**src/rtl/pomodoro_pkg.sv**
```systemverilog
// rtl/pomodoro_pkg.sv - shared state/phase encodings and constants for the Pomodoro sequencer
package pomodoro_pkg;

    typedef enum logic [1:0] {
        IDLE  = 2'd0,
        RUN   = 2'd1,
        PAUSE = 2'd2,
        ALARM = 2'd3
    } state_t;

    typedef enum logic [1:0] {
        WORK  = 2'd0,
        SHORT = 2'd1,
        LONG  = 2'd2
    } phase_t;

    localparam int SEC_MAX = 59;

endpackage

```
**src/rtl/pomodoro_sequencer_if.sv**
```systemverilog
// rtl/pomodoro_sequencer_if.sv - control inputs and display/status outputs of the Pomodoro sequencer
interface pomodoro_sequencer_if;
    logic       tick;
    logic       swPlayPause;
    logic       bIncrementa5;
    logic       bDecrementa5;
    logic       bIncrementa1;
    logic       bDecrementa1;
    logic       bParar;
    logic [3:0] dezMin;
    logic [3:0] uniMin;
    logic [3:0] dezSeg;
    logic [3:0] uniSeg;
    logic [1:0] phase;
    logic [1:0] state;
    logic       alarm;
    logic [2:0] cycleCount;

    modport master (
        output tick, swPlayPause, bIncrementa5, bDecrementa5, bIncrementa1, bDecrementa1, bParar,
        input  dezMin, uniMin, dezSeg, uniSeg, phase, state, alarm, cycleCount
    );

    modport slave (
        input  tick, swPlayPause, bIncrementa5, bDecrementa5, bIncrementa1, bDecrementa1, bParar,
        output dezMin, uniMin, dezSeg, uniSeg, phase, state, alarm, cycleCount
    );
endinterface

```
**src/rtl/pomodoro_bin2bcd.sv**
```systemverilog
// rtl/pomodoro_bin2bcd.sv - combinational 0..99 binary to two-digit BCD split
module pomodoro_bin2bcd (
    input  logic [6:0] bin,
    output logic [3:0] tens,
    output logic [3:0] units
);
    assign tens  = 4'(bin / 7'd10);
    assign units = 4'(bin % 7'd10);
endmodule

```
**src/rtl/pomodoro_sequencer.sv**
```systemverilog
// rtl/pomodoro_sequencer.sv - Pomodoro phase FSM and mm:ss countdown; long breaks enabled by POMODORO_LONG_BREAK_EN
module pomodoro_sequencer
    import pomodoro_pkg::*;
#(
    parameter int WORK_MIN        = 25,
    parameter int SHORT_MIN       = 5,
    parameter int LONG_MIN        = 15,
    parameter int CYCLES_PER_LONG = 4,
    parameter int MAX_MIN         = 99,
    parameter int ALARM_TICKS     = 3
) (
    input  logic                 clk,
    input  logic                 rst,
    pomodoro_sequencer_if.slave  bus
);

`ifdef POMODORO_LONG_BREAK_EN
    localparam bit LONG_EN = 1'b1;
`else
    localparam bit LONG_EN = 1'b0;
`endif

    localparam logic [6:0] WORK7   = 7'(WORK_MIN);
    localparam logic [6:0] SHORT7  = 7'(SHORT_MIN);
    localparam logic [6:0] LONG7   = 7'(LONG_MIN);
    localparam logic [6:0] MAX7    = 7'(MAX_MIN);
    localparam logic [6:0] SEC7    = 7'(SEC_MAX);
    localparam logic [2:0] CYC3    = 3'(CYCLES_PER_LONG);
    localparam logic [7:0] AL_LAST = 8'(ALARM_TICKS - 1);

    state_t     st;
    phase_t     ph;
    logic [6:0] work_min, min_r, sec_r;
    logic [2:0] cyc;
    logic [7:0] alarm_cnt;
    logic       alarm_r;
    logic [4:0] btn_now, btn_q, rise;

    // Bit order {stop, inc5, dec5, inc1, dec1}; history resets to 1 so a held button is not a press.
    assign btn_now = {bus.bParar, bus.bIncrementa5, bus.bDecrementa5, bus.bIncrementa1, bus.bDecrementa1};
    assign rise    = btn_now & ~btn_q;

    logic [7:0] wm;
    logic [6:0] work_adj;
    always_comb begin
        wm       = {1'b0, work_min};
        work_adj = work_min;
        if (rise[3])      work_adj = (wm + 8'd5 > {1'b0, MAX7}) ? MAX7 : 7'(wm + 8'd5);
        else if (rise[2]) work_adj = (wm < 8'd6) ? 7'd1 : 7'(wm - 8'd5);
        else if (rise[1]) work_adj = (wm >= {1'b0, MAX7}) ? MAX7 : 7'(wm + 8'd1);
        else if (rise[0]) work_adj = (wm <= 8'd1) ? 7'd1 : 7'(wm - 8'd1);
    end

    logic [6:0] dn_min, dn_sec;
    logic       dn_zero;
    logic [2:0] cyc_inc;
    logic       go_long;
    always_comb begin
        dn_min = min_r;
        dn_sec = sec_r - 7'd1;
        if (sec_r == 7'd0) begin
            dn_min = min_r - 7'd1;
            dn_sec = SEC7;
        end
        dn_zero = (min_r == 7'd0) && (sec_r == 7'd1);
        cyc_inc = cyc + 3'd1;
        go_long = LONG_EN && (cyc_inc == CYC3);
    end

    always_ff @(posedge clk or negedge rst) begin
        if (!rst) begin
            st        <= IDLE;
            ph        <= WORK;
            work_min  <= WORK7;
            min_r     <= WORK7;
            sec_r     <= 7'd0;
            cyc       <= 3'd0;
            alarm_cnt <= 8'd0;
            alarm_r   <= 1'b0;
            btn_q     <= 5'b11111;
        end else begin
            btn_q <= btn_now;
            case (st)
                IDLE: begin
                    work_min <= work_adj;
                    min_r    <= work_adj;
                    sec_r    <= 7'd0;
                    if (bus.swPlayPause) st <= RUN;
                end
                RUN: begin
                    if (!bus.swPlayPause) begin
                        st <= PAUSE;
                    end else if (bus.tick) begin
                        min_r <= dn_min;
                        sec_r <= dn_sec;
                        if (dn_zero) begin
                            st        <= ALARM;
                            alarm_r   <= 1'b1;
                            alarm_cnt <= 8'd0;
                        end
                    end
                end
                PAUSE: begin
                    if (rise[4]) begin
                        st    <= IDLE;
                        ph    <= WORK;
                        cyc   <= 3'd0;
                        min_r <= work_min;
                        sec_r <= 7'd0;
                    end else if (bus.swPlayPause) begin
                        st <= RUN;
                    end
                end
                ALARM: begin
                    if (bus.tick) begin
                        if (alarm_cnt >= AL_LAST) begin
                            alarm_cnt <= 8'd0;
                            alarm_r   <= 1'b0;
                            sec_r     <= 7'd0;
                            st        <= bus.swPlayPause ? RUN : PAUSE;
                            if (ph == WORK) begin
                                ph    <= go_long ? LONG : SHORT;
                                min_r <= go_long ? LONG7 : SHORT7;
                                cyc   <= (go_long || !LONG_EN) ? 3'd0 : cyc_inc;
                            end else begin
                                ph    <= WORK;
                                min_r <= work_min;
                            end
                        end else begin
                            alarm_cnt <= alarm_cnt + 8'd1;
                        end
                    end
                end
                default: st <= IDLE;
            endcase
        end
    end

    assign bus.state      = st;
    assign bus.phase      = ph;
    assign bus.alarm      = alarm_r;
    assign bus.cycleCount = cyc;

    pomodoro_bin2bcd u_min_bcd (.bin(min_r), .tens(bus.dezMin), .units(bus.uniMin));
    pomodoro_bin2bcd u_sec_bcd (.bin(sec_r), .tens(bus.dezSeg), .units(bus.uniSeg));

endmodule

```
**src/flat_wrapper.sv**
```systemverilog
// flat-port wrapper written by rule: the top's interface ports become plain ports
module pomodoro_sequencer_flat import pomodoro_pkg::*;
#(
    parameter int WORK_MIN        = 25,
    parameter int SHORT_MIN       = 5,
    parameter int LONG_MIN        = 15,
    parameter int CYCLES_PER_LONG = 4,
    parameter int MAX_MIN         = 99,
    parameter int ALARM_TICKS     = 3
)
  (clk, rst, bus_tick, bus_swPlayPause, bus_bIncrementa5, bus_bDecrementa5, bus_bIncrementa1, bus_bDecrementa1, bus_bParar, bus_dezMin, bus_uniMin, bus_dezSeg, bus_uniSeg, bus_phase, bus_state, bus_alarm, bus_cycleCount);
  pomodoro_sequencer_if bus_i ();
  input  logic clk;
  input  logic rst;
  input wire logic [$bits(bus_i.tick)-1:0] bus_tick;
  input wire logic [$bits(bus_i.swPlayPause)-1:0] bus_swPlayPause;
  input wire logic [$bits(bus_i.bIncrementa5)-1:0] bus_bIncrementa5;
  input wire logic [$bits(bus_i.bDecrementa5)-1:0] bus_bDecrementa5;
  input wire logic [$bits(bus_i.bIncrementa1)-1:0] bus_bIncrementa1;
  input wire logic [$bits(bus_i.bDecrementa1)-1:0] bus_bDecrementa1;
  input wire logic [$bits(bus_i.bParar)-1:0] bus_bParar;
  output wire logic [$bits(bus_i.dezMin)-1:0] bus_dezMin;
  output wire logic [$bits(bus_i.uniMin)-1:0] bus_uniMin;
  output wire logic [$bits(bus_i.dezSeg)-1:0] bus_dezSeg;
  output wire logic [$bits(bus_i.uniSeg)-1:0] bus_uniSeg;
  output wire logic [$bits(bus_i.phase)-1:0] bus_phase;
  output wire logic [$bits(bus_i.state)-1:0] bus_state;
  output wire logic [$bits(bus_i.alarm)-1:0] bus_alarm;
  output wire logic [$bits(bus_i.cycleCount)-1:0] bus_cycleCount;
  assign bus_i.tick = bus_tick;
  assign bus_i.swPlayPause = bus_swPlayPause;
  assign bus_i.bIncrementa5 = bus_bIncrementa5;
  assign bus_i.bDecrementa5 = bus_bDecrementa5;
  assign bus_i.bIncrementa1 = bus_bIncrementa1;
  assign bus_i.bDecrementa1 = bus_bDecrementa1;
  assign bus_i.bParar = bus_bParar;
  assign bus_dezMin = bus_i.dezMin;
  assign bus_uniMin = bus_i.uniMin;
  assign bus_dezSeg = bus_i.dezSeg;
  assign bus_uniSeg = bus_i.uniSeg;
  assign bus_phase = bus_i.phase;
  assign bus_state = bus_i.state;
  assign bus_alarm = bus_i.alarm;
  assign bus_cycleCount = bus_i.cycleCount;
  pomodoro_sequencer #(.WORK_MIN(WORK_MIN), .SHORT_MIN(SHORT_MIN), .LONG_MIN(LONG_MIN), .CYCLES_PER_LONG(CYCLES_PER_LONG), .MAX_MIN(MAX_MIN), .ALARM_TICKS(ALARM_TICKS)) u_core (.clk(clk), .rst(rst), .bus(bus_i));
endmodule
```
**config.mk**
```make
export PLATFORM = sky130hd
export DESIGN_NAME = pomodoro_sequencer_flat
export DESIGN_NICKNAME = d
export VERILOG_FILES = /design/src/rtl/pomodoro_pkg.sv /design/src/rtl/pomodoro_sequencer_if.sv /design/src/rtl/pomodoro_bin2bcd.sv /design/src/rtl/pomodoro_sequencer.sv /design/src/flat_wrapper.sv
export SDC_FILE = /design/constraint.sdc
export NUM_CORES = 1
export LEC_CHECK = 0
export ABC_CLOCK_PERIOD_IN_PS = 2890
export CAP_MARGIN = 25
export CORE_ASPECT_RATIO = 2
export CORE_MARGIN = 4
export CORE_UTILIZATION = 25
export DETAILED_ROUTE_END_ITERATION = 12
export SLEW_MARGIN = 20
export SYNTH_ARGS = -nofsm -noshare
export SYNTH_HDL_FRONTEND = slang
export SYNTH_SLANG_ARGS = --single-unit
```
**constraint.sdc**
```tcl
create_clock -name clk -period 2.89 [get_ports clk]
set_input_delay 0.289 -clock clk [delete_from_list [all_inputs] [get_ports clk]]
set_output_delay 0.289 -clock clk [all_outputs]
set_load 0.02 [all_outputs]
```
==> flow_metrics.py, run 1 <==
metrics = {
    "timing": {
        "fin_crit_sh_pct": 103,
        "rsz0062_at_grt": "true",
        "relSlewSlack_pct": 40.6,
        "hold_viol": 0,
        "max_freq_mhz": 337,
        "drv_slew": 0,
        "period_needed_ns": 2.97,
        "setup_viol": 3,
        "tightest_slew_ns": 0.891,
        "hold_slack_ns": 0.123,
        "finClkSkew_ns": 0.00707,
        "setup_slack_ns": -0.0792,
        "finalSetupTns_ns": -0.166,
    },
    "clock_network": {
        "clk_pin_slew_worst_paths_ns": 0.06,
        "cts-buffers-inserted": 5,
        "cts_root_buffer": "clkbuf_16",
        "clockBufferDepth": 2,
        "cts_tree": "yes",
        "ctsHtreeMaxLevel": 2,
        "clock-sinks": 38,
        "clk_latency_ns": 0.29,
    },
    "critical_path": {
        "critical_path_class": "flip-flop to primary output",
        "path_max_fanout": 5,
        "crit_arrival_ns": 2.68,
        "cp-end-kind": "primary output",
        "startpoint_type": "flip-flop",
        "rrSetupSlack_ns": 0.35,
        "worstPathRequired_ns": 2.60,
        "worstRegToRegCells": 11,
        "regToRegStartpoint": "u_core.min_r[4]",
        "r2r-end": "u_core.alarm_cnt[5]",
    },
    "worst_hold_path": {
        "hp-class": "primary input to async pin",
    },
    "global_routing": {
        "grt_first_pass_wirelength_um": 17500,
        "grt_max_degree": 39,
        "overflow": 0,
        "first_global_vias": 3757,
        "track_usage_pct": 13.4,
        "antenna_found_initial": 0,
    },
    "place": {
        "dp.cells": 683,
        "numPortBuffers": 28,
        "gp_congestion": 0.955,
        "dp_slack_ns": -0.331,
        "place.detailed.hpwl_um": 8220,
    },
    "die": {
        "die_area_um2": 16000,
        "coreArea_um2": 13600,
        "fp.dieH_um": 175,
        "num_io_pins": 33,
        "die_w_um": 91.4,
        "initial_core_util_pct": 25.6,
        "rows": 60,
    },
    "logic_synthesis": {
        "synth_common_cells": "45 x nor2_1, 39 x o21ai_0, 33 x nand2_1",
        "ys_seq_area_share_pct": 27.7,
        "synth-seq-cells": 38,
        "yosysUniqueCellTypes": 59,
        "syn_inst": 452,
        "synth_top_area_share_pct": 19.4,
        "synth_edf_count": 0,
        "synth.avg_cell_area_um2": 7.70,
        "yosysMostFrequentCell": "nor2_1",
        "synth_area_um2": 3480,
        "yosys-top-cells-area": "dfrtp_1 19%, dfstp_2 8.3%, o21ai_0 5.6%, ha_1 5.0%, nor2_1 4.9%",
        "synth_top_area_cell": "dfrtp_1",
        "ys_warn_count": 0,
        "synthArstFlopShare_pct": 100,
        "ys.flop_type": "dfrtp_1",
    },
    "finish": {
        "layout-drive-gt1-share_pct": 21.2,
        "n_antenna_cell": 0,
        "final_cells": 699,
        "area_growth_pct": 31.2,
        "nets": 535,
    },
    "route": {
        "wl_per_cell_um": 15.5,
        "vias_per_cell": 5.25,
        "ant_nets": 0,
        "dr.pass1.iters": 4,
        "drc": 0,
        "finalWirelength_um": 10800,
        "num_vias": 3669,
        "drtIter0Drc": 154,
    },
    "power": {
        "p_leak_uw": 0.00187,
        "power_uw": 6170,
        "power.density_nw_per_um2": 1350,
        "vdd_ir_drop_max_uv": 343,
    },
    "run_status": {
        "status": "finished with violations",
        "violations": "negative setup slack",
    },
    "job": {
        "drv_cap": 0,
    },
}
-- logic make-up after synthesis --
family / after synthesis / synth area share (%)
other cells: 1 / 0.108
flops: 38 / 27.7
compound gates: 147 / 28.8
simple gates: 167 / 24.0
fa+ha+maj: 14 / 5.03
buf+inv: 57 / 7.08
xor+xnor: 24 / 6.04
mux: 4 / 1.19
-- per-layer routing --
| layer | up-vias | global-route usage [%] | part of all wire, % | routed length (um) |
|---|---|---|---|---|
| met3 | 38 | 1.55 | 3.2 | 345 |
| li1 | 1765 | - | - | - |
| met1 | 1765 | 12.0 | 35 | 3750 |
| met2 | 101 | 26.5 | 57 | 6150 |
| met5 | - | 0 | 0 | 0 |
| met4 | 0 | 9.70 | 5.3 | 568 |
-- critical path, cell delays in order, from the launching register on --
cell and delay [ns]:
dfstp_2 0.53, buf_6 0.11, nor2b_4 0.05, a22oi_2 0.18, o21ai_2 0.10, nor2_2 0.19
ha_4 0.21, o31ai_4 0.08, o31ai_1 0.24, nand4_1 0.22, buf_4 0.21, xnor2_2 0.12
buf_4 0.15
-- where the power goes --
group | switching, uW | total, uW | internal (uW)
logic | 2430 | 4480 | 2060
clock network | 222 | 654 | 431
registers | 283 | 1030 | 749
-- area by class of cell --
type,count,area (um^2)
clock buffers,7,143
clock inverters,1,30.0
fillers,1401,9020
inverters,20,75.1
multi-input cells,360,2400
flip-flops and latches,38,967
well taps,186,233
repair buffers,87,716
-- stage by stage --
stage          utilization (%)  instance area (um^2)
3_3_place_gp              31.3                  4260
2_1_floorplan                -                  3550
3_5_place_dp              31.3                  4260
4_1_cts                   33.1                  4500
5_1_grt                   33.6                  4570
6_report                  33.6                  4570
-- layout by cell type (no fill, tap or decap), types with 9 or more instances in the layout --
cell             instances
clkdlybuf4s50_1         19
nand3_1                 12
dfstp_2                 11
xnor2_1                 14
inv_1                   20
a21oi_1                 26
nor2_1                  44
nor3_1                  14
ha_1                    13
dfrtp_1                 25
o21ai_0                 36
nor2b_1                 13
nand2_1                 33
buf_4                   57
nor4_1                   9
nand2b_1                11
-- worst max path at each step --
stage / startpoint / end / slack [ns] / cells after the start
2_1_floorplan: u_core.min_r[3] / bus_uniMin[2] / -0.02 / 11
3_3_place_gp: u_core.min_r[2] / bus_uniMin[2] / -0.22 / 11
3_5_place_dp: u_core.min_r[2] / bus_uniMin[3] / -0.33 / 12
4_1_cts: u_core.min_r[4] / bus_uniMin[3] / -0.08 / 12
5_1_grt: u_core.min_r[4] / bus_uniMin[1] / -0.22 / 13
6_report: u_core.min_r[4] / bus_uniMin[1] / -0.08 / 12
-- flip-flops by register name, indices dropped and copies added (netlist names) --
name / flops
u_core.bus.state: 2
u_core.bus.phase: 1
u_core.sec_r: 7
u_core.btn_q: 5
u_core.bus.alarm: 1
u_core.work_min: 7
u_core.alarm_cnt: 8
u_core.min_r: 7
-- what timing repair did --
item                       in CTS  in global routing
setup endpoints to repair       8                  5
pin swaps                       6                  1
hold buffers                    0                  0
setup buffers                   5                  4
resized for setup              34                 15
Note: power is estimated with default switching activity, not from simulation.
==> inputs of run 2 (changes only) <==
Settings changed: CAP_MARGIN 25 to 15.
==> results of run 2 <==
The final DEF is identical to that of run 1; final timing and power are the same.
==> RTL change 1, RTL diff (flow settings as in run 1) <==
`LONG_EN`: 1'b0 -> 1'b1.
--- a/src/rtl/pomodoro_sequencer.sv
+++ b/src/rtl/pomodoro_sequencer.sv
@@ -19,3 +19,3 @@
 `else
-    localparam bit LONG_EN = 1'b0;
+    localparam bit LONG_EN = 1'b1;
 `endif
Behaviour: same outputs for any inputs over 4 cycles, from zero or initial values and one cycle with rst low; that may be too few to reach the edited logic, so the function may still have changed.
==> RTL change 1 against run 1 <==
The flow finishes with violations (negative hold slack, negative setup slack); hold slack worse by 0.15 ns; via count up 18%; worst setup slack worse by 0.34 ns; area after synthesis up 19%; utilization up 0.92 points; die area up 17%; sequential power up 22%; count of clock-buffer cells in the layout down 2; routed wire length up 20%; sequential cell count up 4; final area up 23%; clock power down 12%; power up 34%; critical path depth up 3.
==> RTL change 1: results (changes against run 1) <==
outcome: finished, violations left
failing checks: negative hold slack, negative setup slack
# nets final: 625 (+17%)
synthesized area per cell: 7.995 µm² (+3.8%)
layout cells sized above 1: 0.2845 (+0.07205)
Leakage: 2.274 nW (+21%)
fill cell count: 1,627 (+16%)
Fin. Hold Viols: 15 (+15)
synth top area cells: dfrtp_1 19%, dfstp_2 7.0%, ha_1 4.9%
Vias: 4,344 (+18%)
DR iter-0 viols: 205 (+33%)
Pwr Density: 1469 nW/µm² (+8.8%)
post-synth cell types: 80 (+36%)
setup bufs post-CTS: 15 (+10)
synth cell count leaders: 42 x nand2_1, 39 x nor2_1, 33 x o21ai_0
Placed Cells: 777 (+14%)
Final WS setup: -0.4142 ns (-0.3350 ns)
# setup viols final: 7 (+4)
M1 WL: 4509 µm (+20%)
Crit-path slowest cell: dfrtp_2
launching point of the worst reg2reg path: u_core.work_min[0]
CP arrival: 3.02 ns (+0.34 ns)
worst-path fanout max: 7 (+2)
worst setup path start: u_core.sec_r[5]
met2 Usage GRT: 0.2754 (+0.01035)
maximum number of pins on one net before global-route repair: 43 (+10%)
gpl congestion: 0.9148 (-4.2%)
relative slew slack: 0.5452 (+0.1392)
Max IR drop VDD: 0.4057 mV (+18%)
CLK BUF: 5 (-2)
grt met1 use: 0.1318 (+0.01202)
Slew Viols, Final: 0 (unchanged)
Signal buf overhead: 0.1844 (+0.02770)
WL/cell: 16.11 µm (+4.2%)
first-pass GRT wire length: 21,160 µm (+21%)
wire length on met3: 389 µm (+13%)
sum of negative setup slack: -1.500 ns (-1.334 ns)
PortBufs: 32 (+14%)
Fin Hold WS: -0.02921 ns (-0.1522 ns)
invs w/o clock: 22 (+10%)
GRT Total Usage: 0.1356 (+0.001616)
Post-Place Setup Slack: -0.6252 ns (-0.2940 ns)
grt met3 use: 0.01248 (-0.003033)
met2 WL: 7671 µm (+25%)
Fin Clk Skew: 0.004960 ns (-0.002111 ns)
## RTL change 1: logic make-up (layout without fill, tap and decap cells)
family                   Yosys count  after routing  share of synthesized area
AO/OA/AOI/OAI                    170            170                     0.2951
XOR/XNOR                          23             23                    0.04883
adder cells (fa/ha/maj)           16             16                    0.04853
buffers and inverters             65            150                    0.06916
flip-flops                        42             42                     0.2581
multiplexers                       7              7                    0.01820
AND/OR/NAND/NOR                  193            193                     0.2621
## RTL change 1: path summary, 6_finish.rpt
kind / to / slack, ns / depth (start not counted)
setup / recovery: bus_uniSeg[1] / -0.41 / 15
hold / removal: u_core.bus.state[0] / -0.03 / 1
setup reg to reg: u_core.min_r[1] / 0.34 / 7
hold reg to reg: u_core.alarm_cnt[6] / 0.52 / 2
max in group asynchronous: u_core.btn_q[1] / 2.34 / 2
min in group clk: u_core.btn_q[4] / 0.46 / 1
## RTL change 1: power by group
part	switching, mW	internal [mW]
Sequential	0.427	0.829
Clock	0.250	0.323
Combinational	3.23	3.20
Total	3.90	4.35
==> RTL change 2, RTL diff (flow settings as in run 1) <==
Without the edit above. Make the reset (`rst`) synchronous in one clocked block.
--- a/src/rtl/pomodoro_sequencer.sv
+++ b/src/rtl/pomodoro_sequencer.sv
@@ -69,3 +69,3 @@
 
-    always_ff @(posedge clk or negedge rst) begin
+    always_ff @(posedge clk) begin
         if (!rst) begin
Behaviour: differs if rst is asserted again (counterexample within 4 cycles, from zero or initial values and one cycle with rst low); with rst held inactive, the same outputs for 4 cycles.
==> RTL change 2 against run 1 <==
The flow still finishes with violations (negative setup slack); first-iteration DRC count up 31%; area after synthesis up 4.9%; routed wire length up 14%; sequential cell count unchanged; final area up 8.6%; non-clock buffer count up 15; fmax down 6.2%; worst setup slack worse by 0.20 ns; largest cell class unchanged.
Power is not compared: it rests on default switching activity, and its combinational part moved more than twofold at a synthesized area within 25%.
==> RTL change 2: results (changes against run 1) <==
outcome: finished, violations left
failing checks: negative setup slack
DR iter-0 viols: 202 (+31%)
synth top area cells: dfxtp_1 21%, ha_1 5.1%, o21ai_0 4.7%
Final WS setup: -0.2770 ns (-0.1978 ns)
invs w/o clock: 22 (+10%)
CTS resizes: 73 (+110%)
GRT Total Usage: 0.1459 (+0.01193)
DIE AREA: 16,720 µm² (+4.6%)
area share of xor/xnor cells in the synthesized design: 0.05995 (-0.0004362)
WL/cell: 16.22 µm (+4.9%)
Avg Vias per Cell: 5.283 (+0.64%)
Critical R2R Capture: u_core.work_min[1]
sequential area share after synthesis: 0.2083 (-0.06885)
layout cells sized above 1: 0.2513 (+0.03884)
# setup viols final: 7 (+4)
multi-input gates: 399 (+11%)
launching point of the worst reg2reg path: u_core.work_min[0]
gpl congestion: 0.9661 (+1.1%)
ClkCell Share: 0.03909 (+0.001294)
Post-Synth Adder-Cell Area: 0.05721 (+0.006888)
CLK BUF: 5 (-2)
Crit-path slowest cell: dfxtp_4
DP Wirelength: 9538 µm (+16%)
met2 WL: 7015 µm (+14%)
Multi-input gate area: 2816 µm² (+17%)
post-synthesis compound-gate area fraction: 0.3124 (+0.02415)
worst setup path start: u_core.min_r[6]
Post-Place Setup Slack: -0.6005 ns (-0.2693 ns)
Signal buf overhead: 0.1705 (+0.01382)
Plain + repair buffers: 102 (+17%)
Fin Clk Skew: 0.003870 ns (-0.003201 ns)
M1 WL: 4294 µm (+15%)
met2 Usage GRT: 0.2976 (+0.03254)
detailed-route wire length: 12,340 µm (+14%)
cell count of the worst reg-to-reg path: 7 (-4)
Hold Path Class: register to register
ys async rst share: 0 (-1.000)
==> RTL change 2: changes by cell type in the layout (fill, tap and decap cells not counted), sizes merged, moves of 6 or more <==
cell    delta
dfxtp     +38
dfrtp     -27
buf       +17
dfstp     -11
a21oi      +8
a221oi     +8
a211oi     +7
a31oi      +7
nand2b     +7
o31ai      -7
and3       +6
==> RTL change 2: report_power, final <==
part | total [mW] | leakage (nW) | internal, mW | switching, mW
Sequential | 0.652 | 0.315 | 0.572 | 0.0796
Clock | 0.711 | 0.0940 | 0.496 | 0.215
Combinational | 1.60 | 1.55 | 0.763 | 0.836
Total | 2.96 | 1.96 | 1.83 | 1.13
==> RTL change 2: stage by stage <==
step | hold WS (ns) | area [µm²]
after global routing | 0.5001 | 4961
after detailed placement | 0.4493 | 4488
after global placement | 0.4452 | 4488
after CTS | 0.4645 | 4862
final | 0.4626 | 4961
after floorplan | 0.3905 | 3760
